==> src/rtl/dmem_lsu_if.sv <==
// Core-side load/store bus of the data-memory LSU: request, store data and
// the registered response. The core is the master, the LSU the slave.
interface dmem_lsu_if;
  logic        req_i;
  logic        we_i;
  logic [15:0] addr_i;
  logic [1:0]  size_i;
  logic        unsigned_i;
  logic [31:0] wdata_i;
  logic        ready_o;
  logic        rvalid_o;
  logic [31:0] rdata_o;
  logic        err_o;

  modport master (
    output req_i, we_i, addr_i, size_i, unsigned_i, wdata_i,
    input  ready_o, rvalid_o, rdata_o, err_o
  );

  modport slave (
    input  req_i, we_i, addr_i, size_i, unsigned_i, wdata_i,
    output ready_o, rvalid_o, rdata_o, err_o
  );
endinterface

==> src/rtl/dmem_lsu.sv <==
// Data-memory load/store unit in front of four byte-lane RAMs. Optionally
// zero-fills the whole memory after reset, then serves one access per cycle:
// stores become per-lane write enables, loads are lane-selected, extended
// and returned one cycle after acceptance.
module dmem_lsu #(
  parameter bit CLEAR_ON_RESET = 1'b1,
  parameter int DEPTH_WORDS    = 16384
) (
  input  logic        clk_i,
  input  logic        rst_i,
  dmem_lsu_if.slave   bus,
  output logic [13:0] lane_addr_o,
  output logic [3:0]  lane_wren_o,
  output logic [31:0] lane_wdata_o,
  input  logic [31:0] lane_rdata_i
);

  typedef enum logic {S_CLEAR, S_IDLE} state_t;

  localparam logic [13:0] CLR_LAST = 14'(DEPTH_WORDS - 1);

  state_t      state_q, state_d;
  logic [13:0] clr_cnt_q;
  logic        legal;
  logic        accept;
  logic [3:0]  st_mask;
  logic [31:0] st_data;
  logic [31:0] ld_data;
  logic        rvalid_q;
  logic        err_q;
  logic [31:0] rdata_q;

  // Alignment legality of the presented access.
  always_comb begin
    // NOTE: every always_comb output gets a default first so no path can infer a latch.
    legal = 1'b0;
    unique case (bus.size_i)
      2'b00:   legal = 1'b1;
      2'b01:   legal = ~bus.addr_i[0];
      2'b10:   legal = (bus.addr_i[1:0] == 2'b00);
      default: legal = 1'b0;
    endcase
  end

  assign accept = (state_q == S_IDLE) && !rst_i && bus.req_i;

  // Store lane mask and replicated store data for the addressed lanes.
  always_comb begin
    st_mask = 4'b0000;
    st_data = bus.wdata_i;
    unique case (bus.size_i)
      2'b00: begin
        st_mask = 4'b0001 << bus.addr_i[1:0];
        st_data = {4{bus.wdata_i[7:0]}};
      end
      2'b01: begin
        st_mask = bus.addr_i[1] ? 4'b1100 : 4'b0011;
        st_data = {2{bus.wdata_i[15:0]}};
      end
      2'b10:   st_mask = 4'b1111;
      default: st_mask = 4'b0000;
    endcase
  end

  // Load lane selection and sign/zero extension from the lane read data.
  always_comb begin
    logic [7:0]  ld_b;
    logic [15:0] ld_h;
    logic        sx;
    ld_b = lane_rdata_i[7:0];
    unique case (bus.addr_i[1:0])
      2'b00: ld_b = lane_rdata_i[7:0];
      2'b01: ld_b = lane_rdata_i[15:8];
      2'b10: ld_b = lane_rdata_i[23:16];
      2'b11: ld_b = lane_rdata_i[31:24];
    endcase
    ld_h = bus.addr_i[1] ? lane_rdata_i[31:16] : lane_rdata_i[15:0];
    sx   = ~bus.unsigned_i;
    unique case (bus.size_i)
      2'b00:   ld_data = {{24{sx & ld_b[7]}}, ld_b};
      2'b01:   ld_data = {{16{sx & ld_h[15]}}, ld_h};
      default: ld_data = lane_rdata_i;
    endcase
  end

  // FSM next state and lane-side outputs; reset forces everything quiet.
  always_comb begin
    state_d      = state_q;
    bus.ready_o  = 1'b0;
    lane_addr_o  = bus.addr_i[15:2];
    lane_wren_o  = 4'b0000;
    lane_wdata_o = st_data;
    unique case (state_q)
      S_CLEAR: begin
        lane_addr_o  = clr_cnt_q;
        lane_wdata_o = 32'h0;
        lane_wren_o  = rst_i ? 4'b0000 : 4'b1111;
        if (clr_cnt_q == CLR_LAST) state_d = S_IDLE;
      end
      S_IDLE: begin
        bus.ready_o = !rst_i;
        if (accept && bus.we_i && legal) lane_wren_o = st_mask;
      end
      default: state_d = S_IDLE;
    endcase
  end

  // State register and clear counter; reset restarts the clear from word 0.
  always_ff @(posedge clk_i) begin
    // NOTE: sequential state uses non-blocking assignments so all registers update together.
    if (rst_i) begin
      state_q   <= CLEAR_ON_RESET ? S_CLEAR : S_IDLE;
      clr_cnt_q <= 14'd0;
    end else begin
      state_q <= state_d;
      if (state_q == S_CLEAR) clr_cnt_q <= clr_cnt_q + 14'd1;
    end
  end

  // Registered response: one beat per accepted request, data only for legal loads.
  always_ff @(posedge clk_i) begin
    if (rst_i) begin
      rvalid_q <= 1'b0;
      err_q    <= 1'b0;
      rdata_q  <= 32'h0;
    end else begin
      rvalid_q <= accept;
      err_q    <= accept && !legal;
      rdata_q  <= (accept && !bus.we_i && legal) ? ld_data : 32'h0;
    end
  end

  // Hold the response at zero while reset is asserted, dropping any pending beat.
  assign bus.rvalid_o = rvalid_q && !rst_i;
  assign bus.err_o    = err_q && !rst_i;
  assign bus.rdata_o  = rst_i ? 32'h0 : rdata_q;

endmodule

==> src/flat_wrapper.sv <==
// flat-port wrapper written by rule: the top's interface ports become plain ports
module dmem_lsu_flat 
#(
  parameter bit CLEAR_ON_RESET = 1'b1,
  parameter int DEPTH_WORDS    = 16384
)
  (clk_i, rst_i, lane_addr_o, lane_wren_o, lane_wdata_o, lane_rdata_i, bus_req_i, bus_we_i, bus_addr_i, bus_size_i, bus_unsigned_i, bus_wdata_i, bus_ready_o, bus_rvalid_o, bus_rdata_o, bus_err_o);
  dmem_lsu_if bus_i ();
  input  logic clk_i;
  input  logic rst_i;
  output logic [13:0] lane_addr_o;
  output logic [3:0] lane_wren_o;
  output logic [31:0] lane_wdata_o;
  input  logic [31:0] lane_rdata_i;
  input wire logic [$bits(bus_i.req_i)-1:0] bus_req_i;
  input wire logic [$bits(bus_i.we_i)-1:0] bus_we_i;
  input wire logic [$bits(bus_i.addr_i)-1:0] bus_addr_i;
  input wire logic [$bits(bus_i.size_i)-1:0] bus_size_i;
  input wire logic [$bits(bus_i.unsigned_i)-1:0] bus_unsigned_i;
  input wire logic [$bits(bus_i.wdata_i)-1:0] bus_wdata_i;
  output wire logic [$bits(bus_i.ready_o)-1:0] bus_ready_o;
  output wire logic [$bits(bus_i.rvalid_o)-1:0] bus_rvalid_o;
  output wire logic [$bits(bus_i.rdata_o)-1:0] bus_rdata_o;
  output wire logic [$bits(bus_i.err_o)-1:0] bus_err_o;
  assign bus_i.req_i = bus_req_i;
  assign bus_i.we_i = bus_we_i;
  assign bus_i.addr_i = bus_addr_i;
  assign bus_i.size_i = bus_size_i;
  assign bus_i.unsigned_i = bus_unsigned_i;
  assign bus_i.wdata_i = bus_wdata_i;
  assign bus_ready_o = bus_i.ready_o;
  assign bus_rvalid_o = bus_i.rvalid_o;
  assign bus_rdata_o = bus_i.rdata_o;
  assign bus_err_o = bus_i.err_o;
  dmem_lsu #(.CLEAR_ON_RESET(CLEAR_ON_RESET), .DEPTH_WORDS(DEPTH_WORDS)) u_core (.clk_i(clk_i), .rst_i(rst_i), .bus(bus_i), .lane_addr_o(lane_addr_o), .lane_wren_o(lane_wren_o), .lane_wdata_o(lane_wdata_o), .lane_rdata_i(lane_rdata_i));
endmodule
==> config.mk <==
export PLATFORM = sky130hd
export DESIGN_NAME = dmem_lsu_flat
export DESIGN_NICKNAME = d
export VERILOG_FILES = /design/src/rtl/dmem_lsu_if.sv /design/src/rtl/dmem_lsu.sv /design/src/flat_wrapper.sv
export SDC_FILE = /design/constraint.sdc
export NUM_CORES = 1
export LEC_CHECK = 0
export BUFFER_PORTS_ARGS = -buffer_cell sky130_fd_sc_hd__buf_2
export CORE_UTILIZATION = 46
export CTS_BUF_LIST = sky130_fd_sc_hd__clkbuf_4
export CTS_CLUSTER_SIZE = 40
export DETAILED_ROUTE_END_ITERATION = 6
export PLACE_DENSITY = 0.83
export SLEW_MARGIN = 0
export SYNTH_ARGS = -nofsm -noshare
export SYNTH_HDL_FRONTEND = slang
export SYNTH_SLANG_ARGS = --single-unit
==> constraint.sdc <==
create_clock -name clk_i -period 1.7 [get_ports clk_i]
set_clock_uncertainty 0.05 [all_clocks]
set_input_delay 0.255 -clock clk_i [delete_from_list [all_inputs] [get_ports clk_i]]
set_output_delay 0.255 -clock clk_i [all_outputs]
set_load 0.05 [all_outputs]
After elaboration in Yosys (flattened, before gate mapping)

Index checks and enable logic that the tools add are counted.

Register bits after elaboration: 49
Bits of input ports: 87
Output and inout bits: 85

$add $sub $neg: 1
Equal/unequal tests: 6
Shift operators: 1
Mux-type cells: 16
Bitwise logic cells: 6
Reduce and logical (&&, ||, !) cells: 15

Operator list:

| kind                                                                  | count |
|---|---|
| 32-bit case mux with 2 select lines                                   | 2 |
| 32-bit 2-to-1 mux                                                     | 2 |
| 8-bit case mux with 4 select lines                                    | 1 |
| 16-bit 2-to-1 mux                                                     | 1 |
| 14-bit by 1-bit adder with 14-bit output, second input constant       | 1 |
| 14-bit equality test, second input constant                           | 1 |
| 14-bit 2-to-1 mux                                                     | 1 |
| 4-bit 2-to-1 mux                                                      | 3 |
| 4-bit case mux with 3 select lines                                    | 1 |
| 1-bit logical AND                                                     | 9 |
| 4-bit case mux with 2 select lines                                    | 1 |
| 2-bit equality test, second input constant                            | 3 |
| 2-bit by 1-bit equality test with 1-bit output, second input constant | 2 |
| 2-bit zero test                                                       | 2 |
| 1-bit NOT                                                             | 4 |
| 1-bit by 2-bit left shift with 4-bit output, first input constant     | 1 |
| 1-bit zero test                                                       | 3 |
| 1-bit 2-to-1 mux                                                      | 3 |
| 1-bit case mux with 3 select lines                                    | 1 |
| 1-bit AND                                                             | 2 |
| 2-bit OR reduction                                                    | 1 |

Longest topological paths before layout

Gate-level depths: netlist (run 1).

Depth after elaboration: 7
Depth in mapped cells: 6
Gate-level depth less buffers: 5

Worst setup path before layout (run 1)

Ideal clock, no wire load.

Path kind: reg-to-output
Start point: register u_core.state_q
End point: output lane_wdata_o[10]
Data arrival time: 2.068 ns
Path slack: -0.673 ns
Cell stages (with the launch flop): 4
Buffers on the path: 2
Cells stage by stage: dfxtp_1 > buf_1 > clkbuf_1 > a21boi_0

Longest elaborated chain between the ends: 1

RTL lines:

| element                | line               | text |
|---|---|---|
| from (decl)            | dmem_lsu.sv:22     | `state_t state_q, state_d;` |
| from (signal assigned) | dmem_lsu.sv:112    | `state_q <= CLEAR_ON_RESET ? S_CLEAR : S_IDLE;` |
| from (signal assigned) | dmem_lsu.sv:115    | `state_q <= state_d;` |
| 32-bit 2-to-1 mux      | dmem_lsu.sv:93     | `unique case (state_q)` |
| to (decl)              | flat_wrapper.sv:13 | `output logic [31:0] lane_wdata_o;` |

No other way between the ends.

Worst setup path after layout (run 1)

Start point: register u_core.state_q
End point: output lane_addr_o[4]

Longest elaborated chain between the ends: 1

RTL lines:

| element           | line               | text |
|---|---|---|
| 14-bit 2-to-1 mux | dmem_lsu.sv:93     |  |
| to (decl)         | flat_wrapper.sv:11 | `output logic [13:0] lane_addr_o;` |

No other way between the ends.

==> flow_metrics.tcl, run 1 <==
set metrics [dict create \
    status "finished with violations" \
    failed_checks "setup timing" \
    dp_cells 633 \
    portBuffers 171 \
    async_flop_share 0 \
    drt-wirelength-per-cell_um 15.4 \
    yosysTopAreaCellShare 0.322 \
    drive_gt1_frac 0.498 \
    synth-edff-count 0 \
    initial_utilization 0.477 \
    leakage_dissipation_uw 0.00221 \
    cp_max_fo 14 \
    synthesis.nets 464 \
    whs_path_depth 3 \
    ys_seq_elements 49 \
    iteration_count_of_the_initial_detailed_routing_pass 5 \
    fin_worst_setup_slack_ps -116 \
    drt_drc_violations_left 0 \
    timing.final.crit_share 1.07 \
    dieWidth_um 83.4 \
    yosysSeqAreaShare 0.322 \
    synth_cell_type_count 42 \
    setup_viol_count_final 47 \
    hold_viol_final 0 \
    hold_class "in2reg" \
    clk-insertion-delay-late_ps 370 \
    drtAntennaViolNets 0 \
    vdd_ir_drop_max_mv 0.318 \
    yosys.area.top_type "dfxtp_1" \
    dominantRegCellSynth "dfxtp_1" \
    global_route.usage.total 0.277 \
    relSlewSlack 0.630 \
    die_h_um 83.4 \
    antenna_found_initial 0 \
    post_synth_instance_area_um2 3050 \
    detailroute.via_count 3472 \
    crit_required_ps 1390 \
    num_rows 29 \
    worstSetupStartpointType "register" \
    rsz0062_at_grt "true" \
    power.total_uw 2260 \
    ranking_of_synthesized_cells_by_area "dfxtp_1 (32%), nor2b_1 (9.8%), mux2_2 (7.0%), mux2i_1 (6.6%), nand2_1 (5.7%)" \
    worst_r2r_endpoint "u_core.clr_cnt_q[5]" \
    cts_hold_repair.buffers 0 \
    io_pins 172 \
    cts_htree_levels 2 \
    finish.net_count 653 \
    hold_slack_ps 85.6 \
    yosys_warnings 0 \
    routability_congestion_estimate_from_global_placement 0.899 \
    cts_num_sinks 49 \
    dr.first_iter.drc_count 148 \
    viasPerCell 5.40 \
    worstSetupEndpointType "output port" \
    r2r-start "u_core.state_q" \
    tritoncts "yes" \
    layout-area-overhead-vs-synth_pct 52.6 \
    finalMaxSlewViolations 0 \
    wl_um 9930 \
    synthCells 376 \
    grt_pass1_wl_um 15700 \
    clock.fmax_ghz 0.551 \
    r2r.worst_path.cells 5 \
    launch_instance_of_the_worst_min_delay_path "lane_rdata_i[29]" \
    grt-ovfl-total 0 \
    worst_path_clk_slew_ps 150 \
    post-route-util 0.729 \
    design.die.area_um2 6960 \
    r2r_slack_ps 30 \
    syn_area_per_cell_um2 8.11 \
    cts_root_buf "clkbuf_4" \
    vias_in_the_first_global_route 3451 \
    dp_worst_setup_slack_ps -241 \
    post-synth-top-count-cell "dfxtp_1" \
    min_delay_worst_endpoint "u_core.rdata_q[29]" \
    placeableCoreArea_um2 6390 \
    timing.setup.critical_path_class "reg2out" \
    place_hpwl_um 7040 \
    grt_max_degree 36 \
    timing.max_cap.violations 0 \
    cellPowerDensity_nw_per_um2 487 \
    tightestPinTransition_ps 553 \
    clock_buffers_created_by_tritoncts 5 \
    finalWorstPathRequiredPeriod_ps 1820 \
    final_cells 643 \
    insertedDiodeCount 0 \
    cts-root-to-sink-buffers 2 \
    synth_commonest_cells "dfxtp_1 (49), nor2b_1 (48), nand2_1 (46)" \
    arrival_ps 1510 \
]
worst max path at each step:
stage	from	end	slack [ps]	depth (start not counted)
6_report	u_core.state_q	lane_addr_o[4]	-120	3
5_1_grt	u_core.state_q	lane_wren_o[0]	-210	5
4_1_cts	u_core.state_q	lane_addr_o[7]	-140	3
3_5_place_dp	bus_addr_i[0]	u_core.rdata_q[27]	-240	7
3_3_place_gp	bus_addr_i[0]	u_core.rdata_q[25]	-130	7
2_1_floorplan	bus_size_i[0]	lane_wren_o[0]	-140	5
routing by layer:
layer	share of wire	global-route usage	wire length (um)	up-vias
met5	0	0	0	-
met4	0.026	0.100	262	0
met1	0.37	0.300	3670	1607
met3	0.082	0.0646	818	24
li1	-	-	-	1667
met2	0.52	0.522	5180	174
worst max-delay path, cell delays in order, from the launching register on:
cell	delay (ps)
dfxtp_2	380
buf_6	190
mux2_2	350
buf_2	210
cells in the final DEF (no fill, tap or decap), types with 11 or more instances in the layout:
cell,count
mux2_2,19
a21oi_2,11
o21ai_0,15
dfxtp_1,48
mux2i_1,20
nor2_1,33
nand2_1,46
nor2b_1,38
buf_4,38
and2_1,13
buf_2,130
buf_6,38
registers in the layout, indices dropped and copies added (netlist names):
| name | count |
|---|---|
| u_core.state_q | 1 |
| u_core.rvalid_q | 1 |
| u_core.err_q | 1 |
| u_core.rdata_q | 32 |
| u_core.clr_cnt_q | 14 |
final cells by class:
class | count | area (um^2)
Clock buffer | 6 | 45.0
Fill cell | 495 | 1730
Clock inverter | 2 | 13.8
Sequential cell | 49 | 982
Inverter | 4 | 15.0
Timing Repair Buffer | 210 | 1440
Tap cell | 77 | 96.3
Multi-Input combinational cell | 295 | 2060
cell families (layout without fill, tap and decap cells):
| family | count (synthesis) | in the layout | synth area share |
|---|---|---|---|
| mux | 39 | 39 | 0.136 |
| compound gates | 71 | 71 | 0.172 |
| xor+xnor | 11 | 11 | 0.0316 |
| simple gates | 173 | 173 | 0.289 |
| buf+inv | 32 | 222 | 0.0455 |
| fa+ha+maj | 1 | 1 | 0.00410 |
| flops | 49 | 49 | 0.322 |
timing repair:
item                                    in CTS  in global routing
cloned                                       0                  1
pin swaps                                    4                  3
resized for setup                           81                 12
endpoints found under the setup margin      49                 53
setup buffers                                0                  1
power breakdown:
part | internal, uW | switching [uW] | leakage, uW
registers | 1160 | 6.75 | 0.000396
logic | 236 | 288 | 0.00178
clock network | 183 | 396 | 0.0000360
stage by stage:
step	TNS, ps	area (um^2)
final	-2820	4650
after global routing	-6900	4650
after CTS	-3810	4590
after detailed placement	-3590	4260
after global placement	-1750	4260
after floorplan	-664	3150
(Power assumes the default switching activity.)
==> run 2: changes to the inputs <==
==> constraint.sdc (replaced) <==
create_clock -name clk_i -period 1.7 [get_ports clk_i]
set_clock_uncertainty 0.05 [all_clocks]
set_input_delay 0.255 -clock clk_i [delete_from_list [all_inputs] [get_ports clk_i]]
set_output_delay 0.255 -clock clk_i [all_outputs]
set_load 0.1 [all_outputs]
==> flow_metrics.tcl, run 2 <==
set metrics [dict create \
    dpl-instance-area_um2 5660 \
    cts-root-to-sink-buffers 2 \
    yosys_warnings 0 \
    synthesis.nets 464 \
    ys_seq_elements 49 \
    post_synth_instance_area_um2 3050 \
    timing.grt.repair.worst_endpoint "lane_wren_o[1]" \
    io_pins 172 \
    post-synth-top-count-cell "dfxtp_1" \
    global_route.usage.total 0.783 \
    synth_cell_type_count 42 \
    place_hpwl_um 9470 \
    yosys.area.top_type "dfxtp_1" \
    tool.error "[ERROR GRT-0232] Routing congestion too high. Check the congestion heatmap in the GUI." \
    synthCells 376 \
    synth_commonest_cells "dfxtp_1 (49), nor2b_1 (48), nand2_1 (46)" \
    syn_area_per_cell_um2 8.11 \
    grt-ovfl-total 194 \
    async_flop_share 0 \
    clock_buffers_created_by_tritoncts 5 \
    dieWidth_um 83.4 \
    complex_gate_fraction_of_the_synthesized_area 0.172 \
    portion_of_netlist_area_occupied_by_mux_cells 0.136 \
    yosysSeqAreaShare 0.322 \
    initial_utilization 0.477 \
    ranking_of_synthesized_cells_by_area "dfxtp_1 (32%), nor2b_1 (9.8%), mux2_2 (7.0%), mux2i_1 (6.6%), nand2_1 (5.7%)" \
    cts_htree_levels 2 \
    num_rows 29 \
    die_h_um 83.4 \
    cts_num_sinks 49 \
    dp_worst_setup_slack_ps -137 \
    status "stopped before the end" \
    yosys.area_share.xor_xnor 0.0316 \
    portBuffers 171 \
    synth-edff-count 0 \
    largest_family_of_logic_cells_by_synthesized_area "simple AND/OR/NAND/NOR gates" \
    routability_congestion_estimate_from_global_placement 0.965 \
    simple_gate_portion_of_the_synthesized_area 0.289 \
    outcome.stop_stage "5_1_grt" \
    worst_path_end_type "primary output" \
    dominantRegCellSynth "dfxtp_1" \
    yosysTopAreaCellShare 0.322 \
    synth_adder_area_share 0.00410 \
    grt_max_degree 56 \
    cts_root_buf "clkbuf_4" \
]
==> run 2: timing repair <==
item | in CTS
hold buffers | 0
cloned | 2
gates resized for setup | 80
buffers inserted | 10
pin swaps | 3
endpoints found under the setup margin | 47
==> run 2: through the flow <==
stage | cells | setup TNS, ps
2_1_floorplan | 376 | -8360
3_3_place_gp | 622 | -158
3_5_place_dp | 622 | -2190
4_1_cts | 642 | -3590
==> run 2: cell families after synthesis <==
logic type      after synthesis
compound gates               71
flops                        49
mux                          39
buf+inv                      32
simple gates                173
xor+xnor                     11
fa+ha+maj                     1
==> run 2: metal layers <==
layer	GRT overflow	global-route usage
met2	135	1.06
met3	0	0.484
met5	0	0.00758
met4	58	0.918
met1	1	0.752
==> run 3: changes to the inputs <==
--- a/config.mk
+++ b/config.mk
@@ -6,11 +6,9 @@
 export NUM_CORES = 1
 export LEC_CHECK = 0
 export BUFFER_PORTS_ARGS = -buffer_cell sky130_fd_sc_hd__buf_2
-export CORE_UTILIZATION = 46
-export CTS_BUF_LIST = sky130_fd_sc_hd__clkbuf_4
-export CTS_CLUSTER_SIZE = 40
+export CORE_UTILIZATION = 40
 export DETAILED_ROUTE_END_ITERATION = 6
-export PLACE_DENSITY = 0.83
+export PLACE_DENSITY_LB_ADDON = 0.15
 export SLEW_MARGIN = 0
 export SYNTH_ARGS = -nofsm -noshare
 export SYNTH_HDL_FRONTEND = slang
==> flow_metrics.tcl, run 3 (same netlist as run 1, synthesis figures left out) <==
set metrics [dict create \
    status "finished with violations" \
    failed_checks "setup timing" \
    num_rows 31 \
    reg_top3 "u_core.rdata_q: 32 flops, u_core.clr_cnt_q: 14 flops" \
    clk-insertion-delay-late_ps 310 \
    wl_um 11300 \
    filler_cell_count 451 \
    hold_class "in2reg" \
    insertedDiodeCount 0 \
    clock_buffers_created_by_tritoncts 5 \
    r2r.worst_path.cells 7 \
    cp_max_fo 6 \
    detailroute.via_count 3504 \
    tritoncts "yes" \
    antenna_found_initial 0 \
    cpPeakStageDelay_ps 400 \
    amount_of_wire_on_met2_after_detailed_routing_um 5920 \
    cts_hold_repair.buffers 0 \
    cellPowerDensity_nw_per_um2 415 \
    placeableCoreArea_um2 7290 \
    finalWorstPathRequiredPeriod_ps 1790 \
    power_frac_comb 0.242 \
    cts_htree_levels 2 \
    setup_viol_count_final 23 \
    timing.setup.critical_path_class "reg2out" \
    topRoutingLayerUsed "met4" \
    internal_power_uw 1700 \
    drt-wirelength-per-cell_um 17.1 \
    place_hpwl_um 7960 \
    viasPerCell 5.33 \
    switching_power_uw 810 \
    whs_path_depth 3 \
    grt-ovfl-total 0 \
    crit_path_top_delay_cell "dfxtp_4" \
    fin_worst_setup_slack_ps -90.4 \
    grt_max_degree 46 \
    tightestPinTransition_ps 594 \
    worst_path_clk_slew_ps 110 \
    hold_viol_final 0 \
    worstSetupStartpointType "register" \
    finalMaxSlewViolations 0 \
    iteration_count_of_the_initial_detailed_routing_pass 7 \
    dp_worst_setup_slack_ps -81.4 \
    die_h_um 89.3 \
    cts-root-to-sink-buffers 2 \
    cts_num_sinks 49 \
    io_pins 172 \
    largest_register_ffs 32 \
    dr.first_iter.drc_count 204 \
    routability_congestion_estimate_from_global_placement 0.887 \
    top_register "u_core.rdata_q" \
    arrival_ps 1490 \
    timing.final.crit_share 1.05 \
    rsz0062_at_grt "true" \
    combined_buffer_and_inverter_count_along_the_critical_path 2 \
    clock.fmax_ghz 0.559 \
    finish.net_count 646 \
    fin_setup_tns_ps -1340 \
    design.die.area_um2 7980 \
    grt_pass1_wl_um 15900 \
    power.clock.fraction 0.295 \
    layout_commonest_cell "buf_2" \
    sequentialPowerShare 0.463 \
    cts_root_buf "clkbuf_8" \
    relSlewSlack 0.602 \
    vias_in_the_first_global_route 3403 \
    met3WireLength_um 923 \
    layout-area-overhead-vs-synth_pct 98.2 \
    timing.max_cap.violations 0 \
    leakage_dissipation_uw 0.00242 \
    worst_path_dominant_cell_family "flip-flops" \
    drtAntennaViolNets 0 \
    switching_share 0.323 \
    layout.cells.most_common_list "buf_2 (84), buf_12 (80), dfxtp_1 (48)" \
    global_route.usage.total 0.264 \
    drt_drc_violations_left 0 \
    cp.depth 5 \
    initial_utilization 0.418 \
    worstSetupEndpointType "output port" \
    post-route-util 0.829 \
    crit_required_ps 1390 \
    portBuffers 171 \
    dieWidth_um 89.3 \
    vdd_ir_drop_max_mv 0.448 \
    drive_gt1_frac 0.578 \
    routed_met1_length_um 4080 \
    worstPathCellList "and3b_2, nand4_1, buf_6, o22ai_4, buf_12" \
]
==> run 3: worst min-delay path: cells and delay by family <==
| kind | cells | cell delay [ps] |
|---|---|---|
| AOI/OAI and AO/OA | 1 | 50 |
| and+or+nand+nor | 1 | 50 |
| buffers and inverters | 1 | 120 |
==> run 3: power by group through the flow <==
stage | Sequential, uW | Clock [uW] | Combinational [uW]
after CTS | 1160 | 731 | 584
after global placement | 1190 | 0 | 559
after floorplan | 1190 | 0 | 362
after global routing | 1160 | 787 | 644
final | 1160 | 739 | 608
after detailed placement | 1190 | 0 | 575
==> run 3: through the flow <==
stage          hold WS [ps]  total power [uW]  instances  area (um^2)
3_3_place_gp            448              1750        639         5650
3_5_place_dp            472              1760        639         5650
6_report                147              2510        658         6040
4_1_cts                 147              2470        656         5910
5_1_grt                 149              2590        658         6040
2_1_floorplan           341              1550        376         3540
==> run 3: layer usage <==
| layer | vias to the layer above | global-route usage |
|---|---|---|
| met4 | 0 | 0.110 |
| li1 | 1655 | - |
| met5 | - | 0 |
| met3 | 37 | 0.0572 |
| met2 | 180 | 0.493 |
| met1 | 1632 | 0.289 |
==> run 3: path summary, 6_finish.rpt <==
kind,from,endpoint,slack [ps]
setup / recovery,u_core.state_q,lane_wren_o[1],-90
setup reg to reg,u_core.state_q,u_core.clr_cnt_q[11],20
hold / removal,lane_rdata_i[28],u_core.rdata_q[28],150
hold reg to reg,u_core.clr_cnt_q[13],u_core.clr_cnt_q[13],480
==> run 3: final cells by class <==
cell class	instances	area, um^2	area share
sequential	49	985	0.163
clock inverter	3	26.3	0.00435
multi-input combinational	295	2420	0.401
timing repair buffer	203	2400	0.397
inverter	4	15.0	0.00248
clock buffer	5	68.8	0.0114
tap	99	124	0.0205
==> run 3: what timing repair did <==
item	in CTS	in global routing
pin swaps	3	2
gates cloned	1	1
buffers inserted	8	2
resized for setup	27	26
endpoints found under the setup margin	26	44
==> run 4: changes to the inputs <==
--- a/config.mk
+++ b/config.mk
@@ -5,6 +5,7 @@
 export SDC_FILE = /design/constraint.sdc
 export NUM_CORES = 1
 export LEC_CHECK = 0
+export ABC_AREA = 1
 export BUFFER_PORTS_ARGS = -buffer_cell sky130_fd_sc_hd__buf_2
 export CORE_UTILIZATION = 40
 export DETAILED_ROUTE_END_ITERATION = 6
==> flow_metrics.tcl, run 4 <==
set metrics [dict create \
    cts_hold_repair.buffers 0 \
    vias_in_the_first_global_route 4208 \
    wl_um 11600 \
    failed_checks "setup timing" \
    num_rows 32 \
    drive_gt1_frac 0.404 \
    reg_top3 "u_core.rdata_q: 32 flops, u_core.clr_cnt_q: 14 flops" \
    layout-area-overhead-vs-synth_pct 90.2 \
    finalWorstPathRequiredPeriod_ps 1800 \
    ranking_of_synthesized_cells_by_area "dfxtp_1 (30%), nand2_1 (15%), inv_1 (14%), nor2_1 (11%), o21ai_0 (6.9%)" \
    tightestPinTransition_ps 355 \
    final_cells 866 \
    ys_seq_elements 49 \
    fin_setup_tns_ps -734 \
    top_register "u_core.rdata_q" \
    dieWidth_um 92.5 \
    cts_htree_levels 2 \
    synth_commonest_cells "nand2_1 (127), inv_1 (120), nor2_1 (93)" \
    drtAntennaViolNets 0 \
    hold_viol_final 0 \
    vdd_ir_drop_max_mv 0.494 \
    rsz0062_at_grt "true" \
    layout_commonest_cell "nand2_1" \
    dominantRegCellSynth "dfxtp_1" \
    worstSetupEndpointType "output port" \
    worstSetupStartpointType "register" \
    timing.final.crit_share 1.06 \
    hold_class "in2reg" \
    yosysTopAreaCellShare 0.299 \
    status "finished with violations" \
    yosysSeqAreaShare 0.299 \
    die_h_um 92.5 \
    initial_utilization 0.418 \
    placeableCoreArea_um2 7850 \
    drt_drc_violations_left 0 \
    setup_viol_count_final 15 \
    dr.first_iter.drc_count 160 \
    iteration_count_of_the_initial_detailed_routing_pass 4 \
    synthesis.nets 654 \
    hold_slack_ps 183 \
    place_hpwl_um 9540 \
    finish.instance_area_um2 6240 \
    power.total_uw 2810 \
    yosys.area.top_type "dfxtp_1" \
    cts_root_buf "clkbuf_8" \
    routability_congestion_estimate_from_global_placement 0.911 \
    fin_worst_setup_slack_ps -103 \
    drt-wirelength-per-cell_um 13.4 \
    dpl-instance-area_um2 6030 \
    io_pins 172 \
    filler_cell_count 538 \
    syn_area_per_cell_um2 5.79 \
    antenna_found_initial 0 \
    portBuffers 171 \
    finalMaxSlewViolations 0 \
    grt-ovfl-total 0 \
    clk-insertion-delay-late_ps 300 \
    relSlewSlack 0.763 \
    grt_max_degree 33 \
    post-synth-top-count-cell "nand2_1" \
    largest_register_ffs 32 \
    timing.max_cap.violations 0 \
    worst_path_clk_slew_ps 100 \
    yosys_warnings 0 \
    cp_max_fo 6 \
    layout.cells.most_common_list "nand2_1 (112), inv_1 (107), buf_12 (87)" \
    cellPowerDensity_nw_per_um2 451 \
    arrival_ps 1500 \
    detailroute.via_count 4225 \
    synth_cell_type_count 28 \
    cts-root-to-sink-buffers 2 \
    clock.fmax_ghz 0.555 \
    global_route.usage.total 0.277 \
    leakage_dissipation_uw 0.00291 \
    tritoncts "yes" \
    clock_buffers_created_by_tritoncts 5 \
    cts_num_sinks 49 \
    viasPerCell 4.88 \
    synth-edff-count 0 \
    grt_pass1_wl_um 19100 \
    finish.net_count 851 \
    synthCells 566 \
    dp_cells 854 \
    insertedDiodeCount 0 \
    design.die.area_um2 8560 \
    crit_required_ps 1390 \
    timing.setup.critical_path_class "reg2out" \
    post_synth_instance_area_um2 3280 \
    async_flop_share 0 \
]
run 4: changes by cell type after synthesis, sizes merged, moves of 11 or more:
cell,before,now
nor2,34,97
nand3,6,44
nor2b,48,0
mux2i,20,0
nand2,46,131
mux2,19,0
o22ai,4,15
and2,17,0
o21ai,20,50
inv,4,125
run 4: final cells by class:
type / count / area [um^2] / share of cell area
tap: 102 / 128 / 0.0205
inverter: 125 / 504 / 0.0808
timing repair buffer: 213 / 2480 / 0.398
multi-input combinational: 369 / 2000 / 0.321
sequential: 49 / 985 / 0.158
clock inverter: 3 / 68.8 / 0.0110
clock buffer: 5 / 68.8 / 0.0110
run 4: per-layer routing:
metal / share of wire / global-route usage / vias up
li1: - / - / 2124
met1: 0.39 / 0.312 / 1902
met2: 0.52 / 0.513 / 181
met3: 0.070 / 0.0657 / 18
met4: 0.018 / 0.0794 / 0
met5: 0 / 0 / -
run 4: critical path: stages (launching register included):
cell and delay, ps:
dfxtp_4 400, inv_4 50, nor2_4 90, nand2_2 70, inv_2 80, nand3_4 130
o21ai_4 180, buf_12 190
run 4: per-stage QoR:
step,setup slack [ps],utilization
5_1_grt,-193,0.795
3_5_place_dp,30.0,0.768
2_1_floorplan,-520,-
3_3_place_gp,57.5,0.768
4_1_cts,-131,0.790
6_report,-103,0.795
run 4: logic make-up (layout without fill, tap and decap cells):
logic type,Yosys count,in the layout,synth area share
flops,49,49,0.299
buf+inv,148,346,0.186
compound gates,83,83,0.139
fa+ha+maj,1,1,0.00381
simple gates,285,285,0.372
run 4: final timing paths:
kind | from | to | slack (ps) | cells past startpoint
setup / recovery | u_core.state_q | lane_wren_o[3] | -100 | 7
hold / removal | rst_i | u_core.clr_cnt_q[8] | 180 | 2
setup reg to reg | u_core.state_q | u_core.rdata_q[17] | 110 | 9
hold reg to reg | u_core.clr_cnt_q[13] | u_core.state_q | 460 | 2
run 4: power by group:
group	total (uW)	switching [uW]	internal (uW)
Clock	1020	429	593
Combinational	631	389	242
Sequential	1160	8.55	1150
Total	2810	827	1990
run 4: repair_timing:
item,in CTS,in global routing
cloned,0,2
resized for setup,4,23
endpoints found under the setup margin,26,47
pin swaps,4,5
setup buffers,3,1
